--- config.mk ---
export PLATFORM = sky130hd
export DESIGN_NAME = multicycle_control_unit_flat
export DESIGN_NICKNAME = d
export VERILOG_FILES = /design/src/rtl/multicycle_control_unit_if.sv /design/src/rtl/multicycle_control_unit.sv /design/src/flat_wrapper.sv
export SDC_FILE = /design/constraint.sdc
export NUM_CORES = 1
export LEC_CHECK = 0
export CAP_MARGIN = 15
export CELL_PAD_IN_SITES_DETAIL_PLACEMENT = 0
export CELL_PAD_IN_SITES_GLOBAL_PLACEMENT = 1
export CORE_MARGIN = 3
export CORE_UTILIZATION = 21
export DETAILED_ROUTE_END_ITERATION = 8
export PLACE_DENSITY = 0.74
export SYNTH_ARGS = -nofsm -noshare
export SYNTH_HDL_FRONTEND = slang
export SYNTH_SLANG_ARGS = --single-unit
--- constraint.sdc ---
create_clock -name clk -period 1.58 [get_ports clk]
set_input_delay 0.158 -clock clk [delete_from_list [all_inputs] [get_ports clk]]
set_output_delay 0.158 -clock clk [all_outputs]
set_load 0.01 [all_outputs]
--- src/rtl/multicycle_control_unit_if.sv ---
// Control-unit bundle: instruction-register fields, memory handshakes and datapath controls.
// The control unit drives through the master modport; the datapath or a bench uses slave.
interface multicycle_control_unit_if #(
  parameter int CNT_W = 32
);
  logic [6:0]       OpCode;
  logic [2:0]       Funct3;
  logic [6:0]       Funct7;
  logic             IMemReady;
  logic             DMemReady;
  logic             IMemReq;
  logic             DMemReq;
  logic             IRWr;
  logic             PCWr;
  logic             RUWr;
  logic [1:0]       RUDataWrSrc;
  logic             ALUASrc;
  logic             ALUBSrc;
  logic [3:0]       ALUOp;
  logic             DMWr;
  logic [2:0]       DMCtrl;
  logic [2:0]       ImmSrc;
  logic [4:0]       BrOp;
  logic             Trap;
  logic [2:0]       State;
  logic [CNT_W-1:0] InstRet;

  modport master (
    input  OpCode, Funct3, Funct7, IMemReady, DMemReady,
    output IMemReq, DMemReq, IRWr, PCWr, RUWr, RUDataWrSrc, ALUASrc, ALUBSrc,
           ALUOp, DMWr, DMCtrl, ImmSrc, BrOp, Trap, State, InstRet
  );

  modport slave (
    output OpCode, Funct3, Funct7, IMemReady, DMemReady,
    input  IMemReq, DMemReq, IRWr, PCWr, RUWr, RUDataWrSrc, ALUASrc, ALUBSrc,
           ALUOp, DMWr, DMCtrl, ImmSrc, BrOp, Trap, State, InstRet
  );
endinterface

--- src/rtl/multicycle_control_unit.sv ---
// Multicycle RV32I sequencer: FETCH/DECODE/EXECUTE/MEM/WRITEBACK with illegal-op and timeout traps.
// Define CTRL_PERF_CNT_EN to build the retired-instruction counter behind InstRet.
module multicycle_control_unit #(
  parameter int MEM_TIMEOUT = 15,
  parameter int CNT_W       = 32
) (
  input logic                     clk,
  input logic                     rst,
  multicycle_control_unit_if.master bus
);

  localparam logic [6:0] OP_R      = 7'b0110011;
  localparam logic [6:0] OP_IARITH = 7'b0010011;
  localparam logic [6:0] OP_LOAD   = 7'b0000011;
  localparam logic [6:0] OP_STORE  = 7'b0100011;
  localparam logic [6:0] OP_BRANCH = 7'b1100011;
  localparam logic [6:0] OP_JAL    = 7'b1101111;
  localparam logic [6:0] OP_JALR   = 7'b1100111;
  localparam logic [6:0] OP_LUI    = 7'b0110111;
  localparam logic [6:0] OP_AUIPC  = 7'b0010111;

  localparam int WAIT_W = (MEM_TIMEOUT < 2) ? 1 : $clog2(MEM_TIMEOUT + 1);
  localparam logic [WAIT_W-1:0] WAIT_LIMIT = WAIT_W'(MEM_TIMEOUT);
  localparam bit TIMEOUT_EN = (MEM_TIMEOUT != 0);

  typedef enum logic [2:0] {
    S_FETCH     = 3'd0,
    S_DECODE    = 3'd1,
    S_EXECUTE   = 3'd2,
    S_MEM       = 3'd3,
    S_WRITEBACK = 3'd4,
    S_TRAP      = 3'd5
  } state_t;

  state_t            state_q, state_d;
  logic [WAIT_W-1:0] waitCnt_q, waitCnt_d;

  logic [3:0] decAluOp;
  logic       decAluASrc, decAluBSrc;
  logic [1:0] decRuSrc;
  logic [2:0] decDmCtrl, decImmSrc;
  logic [4:0] decBrOp;
  logic       isLoad, isStore, isBranch, illegal;

  logic imemReq, irWr, dmemReq, dmWr, ruWr, pcWr, decActive;
  logic ready, timedOut;

  always_comb begin
    decAluOp   = 4'b0000;
    decAluASrc = 1'b0;
    decAluBSrc = 1'b0;
    decRuSrc   = 2'b00;
    decDmCtrl  = 3'b000;
    decImmSrc  = 3'b000;
    decBrOp    = 5'b00000;
    isLoad     = 1'b0;
    isStore    = 1'b0;
    isBranch   = 1'b0;
    illegal    = 1'b0;
    case (bus.OpCode)
      OP_R: begin
        decAluOp = {bus.Funct7[5], bus.Funct3};
        if (bus.Funct7 == 7'h20)
          illegal = !((bus.Funct3 == 3'b000) || (bus.Funct3 == 3'b101));
        else
          illegal = (bus.Funct7 != 7'h00);
      end
      OP_IARITH: begin
        decAluBSrc = 1'b1;
        // Only the right shift carries an arithmetic/logical choice in Funct7.
        if (bus.Funct3 == 3'b101) begin
          decAluOp = {bus.Funct7[5], 3'b101};
          illegal  = !((bus.Funct7 == 7'h00) || (bus.Funct7 == 7'h20));
        end else begin
          decAluOp = {1'b0, bus.Funct3};
          illegal  = (bus.Funct3 == 3'b001) && (bus.Funct7 != 7'h00);
        end
      end
      OP_LOAD: begin
        isLoad     = 1'b1;
        decAluBSrc = 1'b1;
        decRuSrc   = 2'b01;
        decDmCtrl  = bus.Funct3;
        illegal    = (bus.Funct3 == 3'b011) || (bus.Funct3[2:1] == 2'b11);
      end
      OP_STORE: begin
        isStore    = 1'b1;
        decAluBSrc = 1'b1;
        decDmCtrl  = bus.Funct3;
        decImmSrc  = 3'b001;
        illegal    = (bus.Funct3 > 3'b010);
      end
      OP_BRANCH: begin
        isBranch  = 1'b1;
        decImmSrc = 3'b101;
        decBrOp   = {2'b01, bus.Funct3};
        illegal   = (bus.Funct3[2:1] == 2'b01);
      end
      OP_JAL: begin
        decImmSrc = 3'b110;
        decBrOp   = 5'b10000;
        decRuSrc  = 2'b10;
      end
      OP_JALR: begin
        decAluBSrc = 1'b1;
        decBrOp    = 5'b10000;
        decRuSrc   = 2'b10;
        illegal    = (bus.Funct3 != 3'b000);
      end
      OP_LUI: begin
        decImmSrc = 3'b010;
        decRuSrc  = 2'b11;
      end
      OP_AUIPC: begin
        decAluASrc = 1'b1;
        decAluBSrc = 1'b1;
        decImmSrc  = 3'b010;
      end
      default: illegal = 1'b1;
    endcase
  end

  assign ready    = (state_q == S_FETCH) ? bus.IMemReady : bus.DMemReady;
  assign timedOut = TIMEOUT_EN && (waitCnt_q == WAIT_LIMIT);

  always_comb begin
    state_d = state_q;
    imemReq = 1'b0;
    irWr    = 1'b0;
    dmemReq = 1'b0;
    dmWr    = 1'b0;
    ruWr    = 1'b0;
    pcWr    = 1'b0;
    case (state_q)
      S_FETCH: begin
        imemReq = 1'b1;
        if (bus.IMemReady) begin
          irWr    = 1'b1;
          state_d = S_DECODE;
        end else if (timedOut) begin
          state_d = S_TRAP;
        end
      end
      S_DECODE: state_d = illegal ? S_TRAP : S_EXECUTE;
      S_EXECUTE: begin
        if (isLoad || isStore) begin
          state_d = S_MEM;
        end else if (isBranch) begin
          pcWr    = 1'b1;
          state_d = S_FETCH;
        end else begin
          state_d = S_WRITEBACK;
        end
      end
      S_MEM: begin
        dmemReq = 1'b1;
        dmWr    = isStore;
        if (bus.DMemReady) begin
          pcWr    = isStore;
          state_d = isStore ? S_FETCH : S_WRITEBACK;
        end else if (timedOut) begin
          state_d = S_TRAP;
        end
      end
      S_WRITEBACK: begin
        ruWr    = 1'b1;
        pcWr    = 1'b1;
        state_d = S_FETCH;
      end
      S_TRAP:  state_d = S_TRAP;
      default: state_d = S_FETCH;
    endcase

    // Any state change restarts the wait count, so each FETCH/MEM visit starts from zero.
    waitCnt_d = waitCnt_q;
    if (state_d != state_q)
      waitCnt_d = '0;
    else if (((state_q == S_FETCH) || (state_q == S_MEM)) && !ready)
      waitCnt_d = waitCnt_q + WAIT_W'(1);
  end

  always_ff @(posedge clk) begin
    if (rst) begin
      state_q   <= S_FETCH;
      waitCnt_q <= '0;
    end else begin
      state_q   <= state_d;
      waitCnt_q <= waitCnt_d;
    end
  end

  assign decActive = (state_q == S_DECODE) || (state_q == S_EXECUTE) ||
                     (state_q == S_MEM)    || (state_q == S_WRITEBACK);

  assign bus.IMemReq     = imemReq & ~rst;
  assign bus.IRWr        = irWr & ~rst;
  assign bus.DMemReq     = dmemReq & ~rst;
  assign bus.DMWr        = dmWr & ~rst;
  assign bus.RUWr        = ruWr & ~rst;
  assign bus.PCWr        = pcWr & ~rst;
  assign bus.Trap        = (state_q == S_TRAP) & ~rst;
  assign bus.State       = rst ? 3'd0 : state_q;
  assign bus.ALUOp       = (decActive && !rst) ? decAluOp   : 4'b0000;
  assign bus.ALUASrc     = (decActive && !rst) ? decAluASrc : 1'b0;
  assign bus.ALUBSrc     = (decActive && !rst) ? decAluBSrc : 1'b0;
  assign bus.RUDataWrSrc = (decActive && !rst) ? decRuSrc   : 2'b00;
  assign bus.DMCtrl      = (decActive && !rst) ? decDmCtrl  : 3'b000;
  assign bus.ImmSrc      = (decActive && !rst) ? decImmSrc  : 3'b000;
  assign bus.BrOp        = ((state_q == S_EXECUTE) && !rst) ? decBrOp : 5'b00000;

`ifdef CTRL_PERF_CNT_EN
  logic [CNT_W-1:0] instRet_q, instRet_d;

  assign instRet_d = pcWr ? (instRet_q + CNT_W'(1)) : instRet_q;

  always_ff @(posedge clk) begin
    if (rst)
      instRet_q <= '0;
    else
      instRet_q <= instRet_d;
  end

  assign bus.InstRet = rst ? {CNT_W{1'b0}} : instRet_q;
`else
  assign bus.InstRet = {CNT_W{1'b0}};
`endif

endmodule

--- src/flat_wrapper.sv ---
// flat-port wrapper written by rule: the top's interface ports become plain ports
module multicycle_control_unit_flat 
#(
  parameter int MEM_TIMEOUT = 15,
  parameter int CNT_W       = 32
)
  (clk, rst, bus_OpCode, bus_Funct3, bus_Funct7, bus_IMemReady, bus_DMemReady, bus_IMemReq, bus_DMemReq, bus_IRWr, bus_PCWr, bus_RUWr, bus_RUDataWrSrc, bus_ALUASrc, bus_ALUBSrc, bus_ALUOp, bus_DMWr, bus_DMCtrl, bus_ImmSrc, bus_BrOp, bus_Trap, bus_State, bus_InstRet);
  multicycle_control_unit_if #(.CNT_W(CNT_W)) bus_i ();
  input logic clk;
  input logic rst;
  input wire logic [$bits(bus_i.OpCode)-1:0] bus_OpCode;
  input wire logic [$bits(bus_i.Funct3)-1:0] bus_Funct3;
  input wire logic [$bits(bus_i.Funct7)-1:0] bus_Funct7;
  input wire logic [$bits(bus_i.IMemReady)-1:0] bus_IMemReady;
  input wire logic [$bits(bus_i.DMemReady)-1:0] bus_DMemReady;
  output wire logic [$bits(bus_i.IMemReq)-1:0] bus_IMemReq;
  output wire logic [$bits(bus_i.DMemReq)-1:0] bus_DMemReq;
  output wire logic [$bits(bus_i.IRWr)-1:0] bus_IRWr;
  output wire logic [$bits(bus_i.PCWr)-1:0] bus_PCWr;
  output wire logic [$bits(bus_i.RUWr)-1:0] bus_RUWr;
  output wire logic [$bits(bus_i.RUDataWrSrc)-1:0] bus_RUDataWrSrc;
  output wire logic [$bits(bus_i.ALUASrc)-1:0] bus_ALUASrc;
  output wire logic [$bits(bus_i.ALUBSrc)-1:0] bus_ALUBSrc;
  output wire logic [$bits(bus_i.ALUOp)-1:0] bus_ALUOp;
  output wire logic [$bits(bus_i.DMWr)-1:0] bus_DMWr;
  output wire logic [$bits(bus_i.DMCtrl)-1:0] bus_DMCtrl;
  output wire logic [$bits(bus_i.ImmSrc)-1:0] bus_ImmSrc;
  output wire logic [$bits(bus_i.BrOp)-1:0] bus_BrOp;
  output wire logic [$bits(bus_i.Trap)-1:0] bus_Trap;
  output wire logic [$bits(bus_i.State)-1:0] bus_State;
  output wire logic [$bits(bus_i.InstRet)-1:0] bus_InstRet;
  assign bus_i.OpCode = bus_OpCode;
  assign bus_i.Funct3 = bus_Funct3;
  assign bus_i.Funct7 = bus_Funct7;
  assign bus_i.IMemReady = bus_IMemReady;
  assign bus_i.DMemReady = bus_DMemReady;
  assign bus_IMemReq = bus_i.IMemReq;
  assign bus_DMemReq = bus_i.DMemReq;
  assign bus_IRWr = bus_i.IRWr;
  assign bus_PCWr = bus_i.PCWr;
  assign bus_RUWr = bus_i.RUWr;
  assign bus_RUDataWrSrc = bus_i.RUDataWrSrc;
  assign bus_ALUASrc = bus_i.ALUASrc;
  assign bus_ALUBSrc = bus_i.ALUBSrc;
  assign bus_ALUOp = bus_i.ALUOp;
  assign bus_DMWr = bus_i.DMWr;
  assign bus_DMCtrl = bus_i.DMCtrl;
  assign bus_ImmSrc = bus_i.ImmSrc;
  assign bus_BrOp = bus_i.BrOp;
  assign bus_Trap = bus_i.Trap;
  assign bus_State = bus_i.State;
  assign bus_InstRet = bus_i.InstRet;
  multicycle_control_unit #(.MEM_TIMEOUT(MEM_TIMEOUT), .CNT_W(CNT_W)) u_core (.clk(clk), .rst(rst), .bus(bus_i));
endmodule
After elaboration in Yosys (flattened, before gate mapping)
Index checks and enable logic that the tools add are counted.

operators by class
  $add $sub $neg = 1
  magnitude comparators = 1
  eq/ne operators = 22
  mux-type cells = 41
  bitwise gates (word level) = 8
  reductions and logical operators = 27

operators with widths
  kind                count
  $mux 3              11
  $eq 7x6->1 const B  4
  $eq 7x7->1 const B  3
  $mux 1              19
  $pmux 3 s5          1
  $eq 7x5->1 const B  2
  $pmux 3 s4          1
  $pmux 5 s2          1
  $eq 3x2->1 const B  3
  $eq 3x3->1 const B  3
  $logic_or 1x1->1    8
  $mux 4              2
  $pmux 4 s2          1
  $reduce_or 2->1     4
  $and 1x1->1         7
  $eq 7x2->1 const B  1
  $logic_not 7->1     1
  $pmux 1 s7          1
  $reduce_bool 7->1   1
  $eq 3x1->1 const B  2
  $logic_not 3->1     2
  $pmux 2 s3          1
  $mux 5              1
  $reduce_or 5->1     1
  other kinds (13)    19

storage, ports and cells
  register bits after elaboration = 7
  input bits = 21
  output and inout bits = 61
  word-level logic and storage cells = 102

Depth between registers and ports, before layout
Gate-level depths: netlist of the first run.

  word-level depth = 9
  depth in mapped cells = 7

Least setup slack after synthesis of the first run
Ideal clock, no wire load.

  path type = input -> output
  start point = in bus_OpCode[5]
  end point = out bus_BrOp[0]
  arrival time = 1.441 ns
  path slack = -0.019 ns
  stages on the path = 6
  buffers on the path = 1
  path through = buf_6 > nand4b_4 > or2_2 > or3_1 > nor3_2 > and2_1

between the ends
  word-level cells in the longest chain between the ends = 4
  elaborated cells between the ends (all ways) = 6
  classes of those cells = eq/ne: 3; mux: 2; reduce/logical: 1

ends and longest elaborated chain
  element                           line                            RTL
  start, declared                   flat_wrapper.sv:11              input wire logic [$bits(bus_i.OpCode)-1:0] bus_OpCode;
  $eq 7x7->1                        multicycle_control_unit.sv:60   case (bus.OpCode)
  $reduce_or 2->1 (no source line)  n/a
  $pmux 5 s2 *                      multicycle_control_unit.sv:60
  $mux 5 *                          multicycle_control_unit.sv:209  assign bus.BrOp = ((state_q == S_EXECUTE) && !rst) ? decBrOp : 5'b00000;
  end, declared                     flat_wrapper.sv:28              output wire logic [$bits(bus_i.BrOp)-1:0] bus_BrOp;

Mark *: on every way between the ends. The rest lies on a longest branch, timed or not.

Final worst setup path of the first run
  start point = reg u_core.waitCnt_q[1]
  end point = reg u_core.waitCnt_q[1]

between the ends
  word-level cells in the longest chain between the ends = 6
  elaborated cells between the ends (all ways) = 8
  classes of those cells = add/sub: 1; eq/ne: 2; mux: 4; reduce/logical: 1

ends and longest elaborated chain
  element                           line                                                            RTL
  start, declared                   multicycle_control_unit.sv:36                                   logic [WAIT_W-1:0] waitCnt_q, waitCnt_d;
  start signal, assigned            multicycle_control_unit.sv:188                                  waitCnt_q <= waitCnt_d;
  $eq 4x4->1                        multicycle_control_unit.sv:124                                  assign timedOut = TIMEOUT_EN && (waitCnt_q == WAIT_LIMIT);
  $mux 3                            multicycle_control_unit.sv:140, multicycle_control_unit.sv:161
  $mux 3 (on tied branches)         multicycle_control_unit.sv:158, multicycle_control_unit.sv:137
  $pmux 3 s5                        multicycle_control_unit.sv:134                                  case (state_q)
  $ne 3x3->1                        multicycle_control_unit.sv:176                                  if (state_d != state_q)
  $reduce_or 2->1 (no source line)  n/a

Parallel ways exist; a longest one is shown, timed or not.
A chain may end at the register's enable or synchronous reset.

==> out/summary.txt, run 1 <==
Seq/Total Area, Yosys - 11.5%
setup TNS - -0.921 ns
top sig layer - met4
Initial Util - 21.9%
max_cap viols - 0
row count - 27
Total Wirelength - 4560 µm
first-pass GRT wire length - 6580 µm
failing checks - setup timing
# setup viols final - 14
post-synthesis compound-gate area fraction - 16.4%
final std cells w/o fill - 356
FILL cells - 598
clk_skew - 0.00260 ns
Netlist cell types - 46
peak supply drop - 0.000170 V
CP Max Fanout - 4
type of origin of the critical path - flip-flop
Worst-Skew Late Latency - 0.23 ns
share of the synthesized area in the top cell type - 19.7%
most frequent cells in the layout - buf_4 (53), conb_1 (32), buf_2 (17), buf_6 (17), nand2_1 (13)
Vias - 1576
commonest non-fill, non-tap cell in the layout - buf_4
simple-gate area share of the yosys netlist - 41.1%
main combinational cell family by area after synthesis - simple AND/OR/NAND/NOR gates
Via density - 4.43
drt wl/cell - 12.8 µm
adder-cell share of the synthesized area - 1.03%
antenna violations before repair - 0
GRT Overall Usage - 12.3%
Max clock buf depth - 2
Util after Layout - 41.5%
layout cells sized above 1 - 51.8%
main area contributors after synthesis - buf_4 (20%), dfxtp_1 (11%), nor3_1 (5.7%)
Final period util - 108%
setup ws final - -0.125 ns
Fin. Hold Viols - 0
multi-input logic area - 1120 µm²
status - finished with violations
Post-Place Cells - 335
HPWL after detailed placement - 3310 µm
Mapped Area - 1220 µm²
top_reg_cell synth - dfxtp_1
Post-synth EDFFs - 0
Pwr Total - 0.899 mW
CP arrival - 1.85 ns
metal3 WL - 303 µm
HP Class - flip-flop to flip-flop
cts hold-fix bufs - 0
Synth Instances - 177
post-synthesis xor/xnor area fraction - 4.31%
CP endpoint kind - flip-flop
GRT overflow - 0
setup slack at placement - -0.985 ns
class of the most critical setup path - flip-flop to flip-flop
die width - 82.2 µm
Clock Pin Slew Worst Setup and Hold Paths - 0.04 ns
vias in the first global route - 1393
clock sinks - 7
H-Tree Depth - 1
I/O Buffers - 49
RSZ-0062 raised after global routing - true
root buf cell - clkbuf_8
register area - 146 µm²
height of the die - 82.2 µm
1st-iter DRT viols - 72
post-synthesis mux area share - 0.821%
met1 WL - 1900 µm
#FFs+latches synth - 7
routability cong. - 0.828
Ports - 82
DRT antenna net count - 0
die area - 6750 µm²
Syn. warnings - 0
final worst path period need - 1.70 ns
fmax - 587 MHz
Core ar. - 5570 µm²
number of CTS-inserted buffers - 3
Async S/R FF share, synth - 0%
Leakage Power - 1.12 nW
nets@finish - 307
pwr/cell area - 389 nW/µm²
Critical Path RT - 1.73 ns
residual DRC count - 0
metal2 WL - 2270 µm
syn_area_per_cell - 6.89 µm²
DR pass1 iterations - 4
Slew Viols, Final - 0
Yosys top cell by area - buf_4
TritonCTS clock tree - done
number of diodes - 0
largest net degree at the start of global routing - 15
Layout area overhead - 89.7%
-- through the flow --
step | hold slack, ns | cell area, µm²
6_report | 0.587 | 2310
5_1_grt | 0.611 | 2310
3_5_place_dp | 0.555 | 1990
4_1_cts | 0.557 | 2120
3_3_place_gp | 0.540 | 1990
2_1_floorplan | 0.343 | 1340
-- layer usage --
metal / track usage (%) / vias to the layer above
li1: - / 773
met1: 16.1 / 727
met2: 21.1 / 68
met3: 1.74 / 8
met4: 3.16 / 0
met5: 0 / -
-- power breakdown --
| group | total [mW] | internal, mW | leakage (nW) | switching, mW |
|---|---|---|---|---|
| sequential | 0.191 | 0.184 | 0.0584 | 0.00672 |
| clock | 0.248 | 0.174 | 0.0228 | 0.0734 |
| combinational | 0.461 | 0.227 | 1.04 | 0.234 |
| total | 0.899 | 0.585 | 1.12 | 0.314 |
-- critical path, stage by stage (launching register included) --
cell	delay, ns
dfxtp_1	0.32
ha_1	0.20
and3_1	0.20
nor3_1	0.34
a211oi_2	0.09
o21ai_1	0.23
a21oi_4	0.08
nor3_2	0.19
-- cells by family after synthesis --
group | count (synthesis)
buffers and inverters | 45
adder cells (fa/ha/maj) | 1
multiplexers | 1
AND/OR/NAND/NOR | 86
XOR/XNOR | 6
other | 1
flip-flops | 7
AO/OA/AOI/OAI | 30
-- flip-flops by register name, summed over array words and instances (netlist names) --
signal and flops:
u_core.state_q 3, u_core.waitCnt_q 4
-- layout make-up --
| cell class | instances | area share (%) |
|---|---|---|
| Clock buffer | 4 | 1.95 |
| Tap cell | 72 | 3.90 |
| Sequential cell | 7 | 6.33 |
| Timing Repair Buffer | 112 | 38.7 |
| Multi-Input combinational cell | 156 | 48.3 |
| Inverter | 5 | 0.812 |
-- path summary, 6_finish.rpt --
path         slack [ns]  depth (start not counted)                start                  end
max               -0.12                          7  u_core.waitCnt_q[1]  u_core.waitCnt_q[1]
min reg2reg        0.59                          2  u_core.waitCnt_q[3]  u_core.waitCnt_q[3]
min                0.59                          2  u_core.waitCnt_q[3]  u_core.waitCnt_q[3]
max reg2reg       -0.12                          7  u_core.waitCnt_q[1]  u_core.waitCnt_q[1]
-- cells in the mapped netlist, types with 2 or more instances --
master / instances
buf_4: 32
nand2_1: 14
nor3_1: 14
nor2_1: 11
a21oi_1: 9
and2_1: 8
and3_1: 7
dfxtp_1: 7
nor2b_1: 6
clkbuf_1: 5
inv_1: 5
o21ai_0: 4
xor2_1: 4
a31oi_1: 3
nand2b_1: 3
nand4_1: 3
nor4_1: 3
or2_2: 3
a21oi_2: 2
and3b_1: 2
nand3_1: 2
nand3b_1: 2
nand4b_1: 2
o221ai_1: 2
or3_1: 2
xnor2_1: 2
-- repair_timing --
action / in CTS / in global routing
endpoints found under the setup margin: 36 / 34
pin swaps: 7 / 24
gates resized for setup: 135 / 67
setup buffers: 7 / 10
endpoints found under the hold margin: 0 / 0
Power figures use the tool's default switching activity.
==> run 2: changes to the inputs <==
- ABC_AREA: not set -> 1
- CORE_UTILIZATION: 21 -> 22
- PLACE_DENSITY: 0.74 -> 0.75
==> run 2 against run 1 <==
  * The flow still finishes with violations (setup timing)
  * Setup slack gained 0.0067 ns
  * Critical path depth is the same
  * Critical path type is now flip-flop to output pin
  * Highest routed layer unchanged
  * Wire length is 6.5% lower
  * Largest power group unchanged
==> out/summary.txt, run 2 <==
layout cells sized above 1 - 49.7% (was 51.8%)
max_cap viols - 0 (unchanged)
Post-Place Cells - 389 (was 335)
share of the synthesized area in the top cell type - 17.8% (was 19.7%)
Core ar. - 5710 µm² (was 5570 µm²)
clock sinks - 7 (unchanged)
Synth Instances - 225 (was 177)
Mapped Area - 1350 µm² (was 1220 µm²)
Post-synth EDFFs - 0 (unchanged)
setup ws final - -0.118 ns (was -0.125 ns)
peak supply drop - 0.000241 V (was 0.000170 V)
CP Max Fanout - 12 (was 4)
Util after Layout - 40.7% (was 41.5%)
GRT Overall Usage - 11.8% (was 12.3%)
TritonCTS clock tree - done (unchanged)
syn_area_per_cell - 6.01 µm² (was 6.89 µm²)
Final period util - 107% (was 108%)
HP Class - flip-flop to flip-flop (unchanged)
Worst-Skew Late Latency - 0.23 ns (about the same)
# setup viols final - 16 (was 14)
Critical Path RT - 1.42 ns (was 1.73 ns)
number of CTS-inserted buffers - 3 (unchanged)
Ports - 82 (unchanged)
Yosys top cell by area - buf_4 (unchanged)
Synth top cells by count - nor2_1 (35), nand2_1 (34), buf_4 (32) (was buf_4 (32), nand2_1 (14), nor3_1 (14))
HPWL after detailed placement - 3350 µm (was 3310 µm)
CP arrival - 1.54 ns (was 1.85 ns)
fmax - 589 MHz (was 587 MHz)
top_reg_cell synth - dfxtp_1 (unchanged)
HP Start - u_core.waitCnt_q[3] (unchanged)
Async S/R FF share, synth - 0% (unchanged)
status - finished with violations (unchanged)
Int Pwr - 0.595 mW (was 0.585 mW)
DRT antenna net count - 0 (unchanged)
failing checks - setup timing (unchanged)
height of the die - 84.4 µm (was 82.2 µm)
Initial Util - 23.7% (was 21.9%)
Clock Power Share - 26.9% (was 27.5%)
antenna violations before repair - 0 (unchanged)
Switching Share - 40.0% (was 35.0%)
first-pass GRT wire length - 7090 µm (was 6580 µm)
Vias - 1653 (was 1576)
Syn. warnings - 0 (unchanged)
setup TNS - -0.947 ns (was -0.921 ns)
pwr/cell area - 426 nW/µm² (was 389 nW/µm²)
Clock Pin Slew Worst Setup and Hold Paths - 0.04 ns (about the same)
I/O Buffers - 49 (unchanged)
Slew Viols, Final - 0 (unchanged)
die width - 84.4 µm (was 82.2 µm)
number of diodes - 0 (unchanged)
Switch Pwr - 0.396 mW (was 0.314 mW)
number of flip-flops in the largest register - 4 (unchanged)
Layout area overhead - 72.1% (was 89.7%)
commonest non-fill, non-tap cell in the layout - buf_4 (unchanged)
top flop regs - u_core.waitCnt_q: 4 flops, u_core.state_q: 3 flops (unchanged)
Seq/Total Area, Yosys - 10.4% (was 11.5%)
routability cong. - 0.851 (was 0.828)
setup slack at placement - -0.644 ns (was -0.985 ns)
main area contributors after synthesis - buf_4 (18%), dfxtp_1 (10%), nor2_1 (9.7%) (was buf_4 (20%), dfxtp_1 (11%), nor3_1 (5.7%))
largest net degree at the start of global routing - 17 (was 15)
Via density - 4.13 (was 4.43)
GRT overflow - 0 (unchanged)
#FFs+latches synth - 7 (unchanged)
Netlist cell types - 28 (was 46)
H-Tree Depth - 1 (unchanged)
combinational power share - 53.1% (was 51.2%)
Leakage Power - 1.16 nW (was 1.12 nW)
vias in the first global route - 1559 (was 1393)
root buf cell - clkbuf_8 (unchanged)
clk_skew - 0.000397 ns (was 0.00260 ns)
Most flops, register - u_core.waitCnt_q (unchanged)
r2r startpoint - u_core.state_q[1] (was u_core.waitCnt_q[1])
nets@finish - 351 (was 307)
die area - 7120 µm² (was 6750 µm²)
R2R depth - 12 (was 7)
hold path depth - 3 (was 2)
most frequent cells in the layout - buf_4 (50), conb_1 (32), nand2_1 (26), nor2_1 (25), inv_2 (19) (was buf_4 (53), conb_1 (32), buf_2 (17), buf_6 (17), nand2_1 (13))
RSZ-0062 raised after global routing - true (unchanged)
Max clock buf depth - 2 (unchanged)
class of the most critical setup path - flip-flop to output pin (was flip-flop to flip-flop)
r2r setup slk - -0.05 ns (was -0.12 ns)
1st-iter DRT viols - 31 (was 72)
final worst path period need - 1.70 ns (about the same)
FILL cells - 601 (was 598)
row count - 27 (unchanged)
Total Wirelength - 4260 µm (was 4560 µm)
final std cells w/o fill - 400 (was 356)
CP endpoint kind - output pin (was flip-flop)
Seq pwr share - 20.0% (was 21.2%)
DR pass1 iterations - 4 (unchanged)
type of origin of the critical path - flip-flop (unchanged)
drt wl/cell - 10.6 µm (was 12.8 µm)
cell with the most instances after synthesis - nor2_1 (was buf_4)
Fin. Hold Viols - 0 (unchanged)
Hold Path Sink - u_core.waitCnt_q[3] (unchanged)
worst r2r dst - u_core.waitCnt_q[0] (was u_core.waitCnt_q[1])
residual DRC count - 0 (unchanged)
[run 2: cell types whose count changed after synthesis, moves of 7 or more]
cell,previous run,this run
and2_1,8,0
inv_2,0,12
nand2_1,14,34
inv_1,5,22
nand3_1,2,13
and3_1,7,0
nor2_1,11,35
[run 2: timing repair]
item                       in CTS  in global routing
setup endpoints to repair      34                 29
hold buffers                    0                  0
resized for setup             124                 42
buffers inserted                4                  4
pin swaps                      10                 12
[run 2: final cells by class]
type / instances / area [µm²] / area share [%]
repair buffers: 103 / 825 / 35.4
clock buffers: 4 / 45.0 / 1.94
inverters: 34 / 130 / 5.59
well taps: 72 / 90.1 / 3.87
multi-input cells: 180 / 1090 / 47.0
flip-flops and latches: 7 / 144 / 6.19
[run 2: cell families (layout without fill, tap and decap cells)]
group	Yosys count	count (layout)	share of synthesized area [%]
fa+ha+maj	1	1	0.926
compound gates	20	20	8.89
flops	7	7	10.4
other cells	1	32	0.278
xor+xnor	3	3	1.94
buf+inv	69	141	28.1
mux	1	1	0.741
simple gates	123	123	48.8
[run 2: how the worst max path moves through the flow]
stage | start | depth (start not counted) | endpoint
after floorplan | u_core.state_q[0] | 7 | bus_ALUASrc
after global placement | bus_OpCode[1] | 12 | bus_BrOp[0]
after detailed placement | bus_OpCode[1] | 12 | bus_BrOp[1]
after CTS | u_core.state_q[1] | 8 | bus_ImmSrc[2]
after global routing | u_core.state_q[1] | 8 | bus_ALUASrc
final | u_core.state_q[1] | 7 | bus_DMCtrl[0]
[run 2: power by group through the flow]
stage,clock [mW],combinational (mW),sequential (mW)
2_1_floorplan,0,0.301,0.200
3_3_place_gp,0,0.465,0.198
3_5_place_dp,0,0.466,0.199
4_1_cts,0.274,0.488,0.197
5_1_grt,0.293,0.574,0.200
6_report,0.267,0.526,0.199
[run 2: per-stage QoR]
step	total power [mW]	instance area [µm²]	hold slack, ns
after floorplan	0.501	1470	0.370
after global routing	1.07	2330	0.606
after global placement	0.663	2150	0.557
after detailed placement	0.665	2150	0.554
after CTS	0.960	2220	0.569
final	0.992	2330	0.565
[run 2: routing by layer]
metal	part of all wire [%]	up-vias	track usage (%)
met5	0	-	0
met4	0.56	0	2.30
met3	7.9	4	2.45
met2	49	67	20.7
met1	42	726	14.9
li1	-	856	-
[run 2: critical path, stage by stage (launching register included)]
cell and delay (ns):
dfxtp_2 0.33, inv_2 0.05, nand2_4 0.07, nor2_2 0.05, nor3_2 0.21, inv_2 0.15
nor3_1 0.19, clkdlybuf4s15_2 0.24
==> run 3: changes to the inputs <==
- ABC_AREA: 1 -> 0
- CORE_UTILIZATION: 22 -> 21
- PLACE_DENSITY: 0.75 -> 0.74
==> results of run 3 <==
Same layout as run 1: the final DEF is identical, and so are final timing and power.
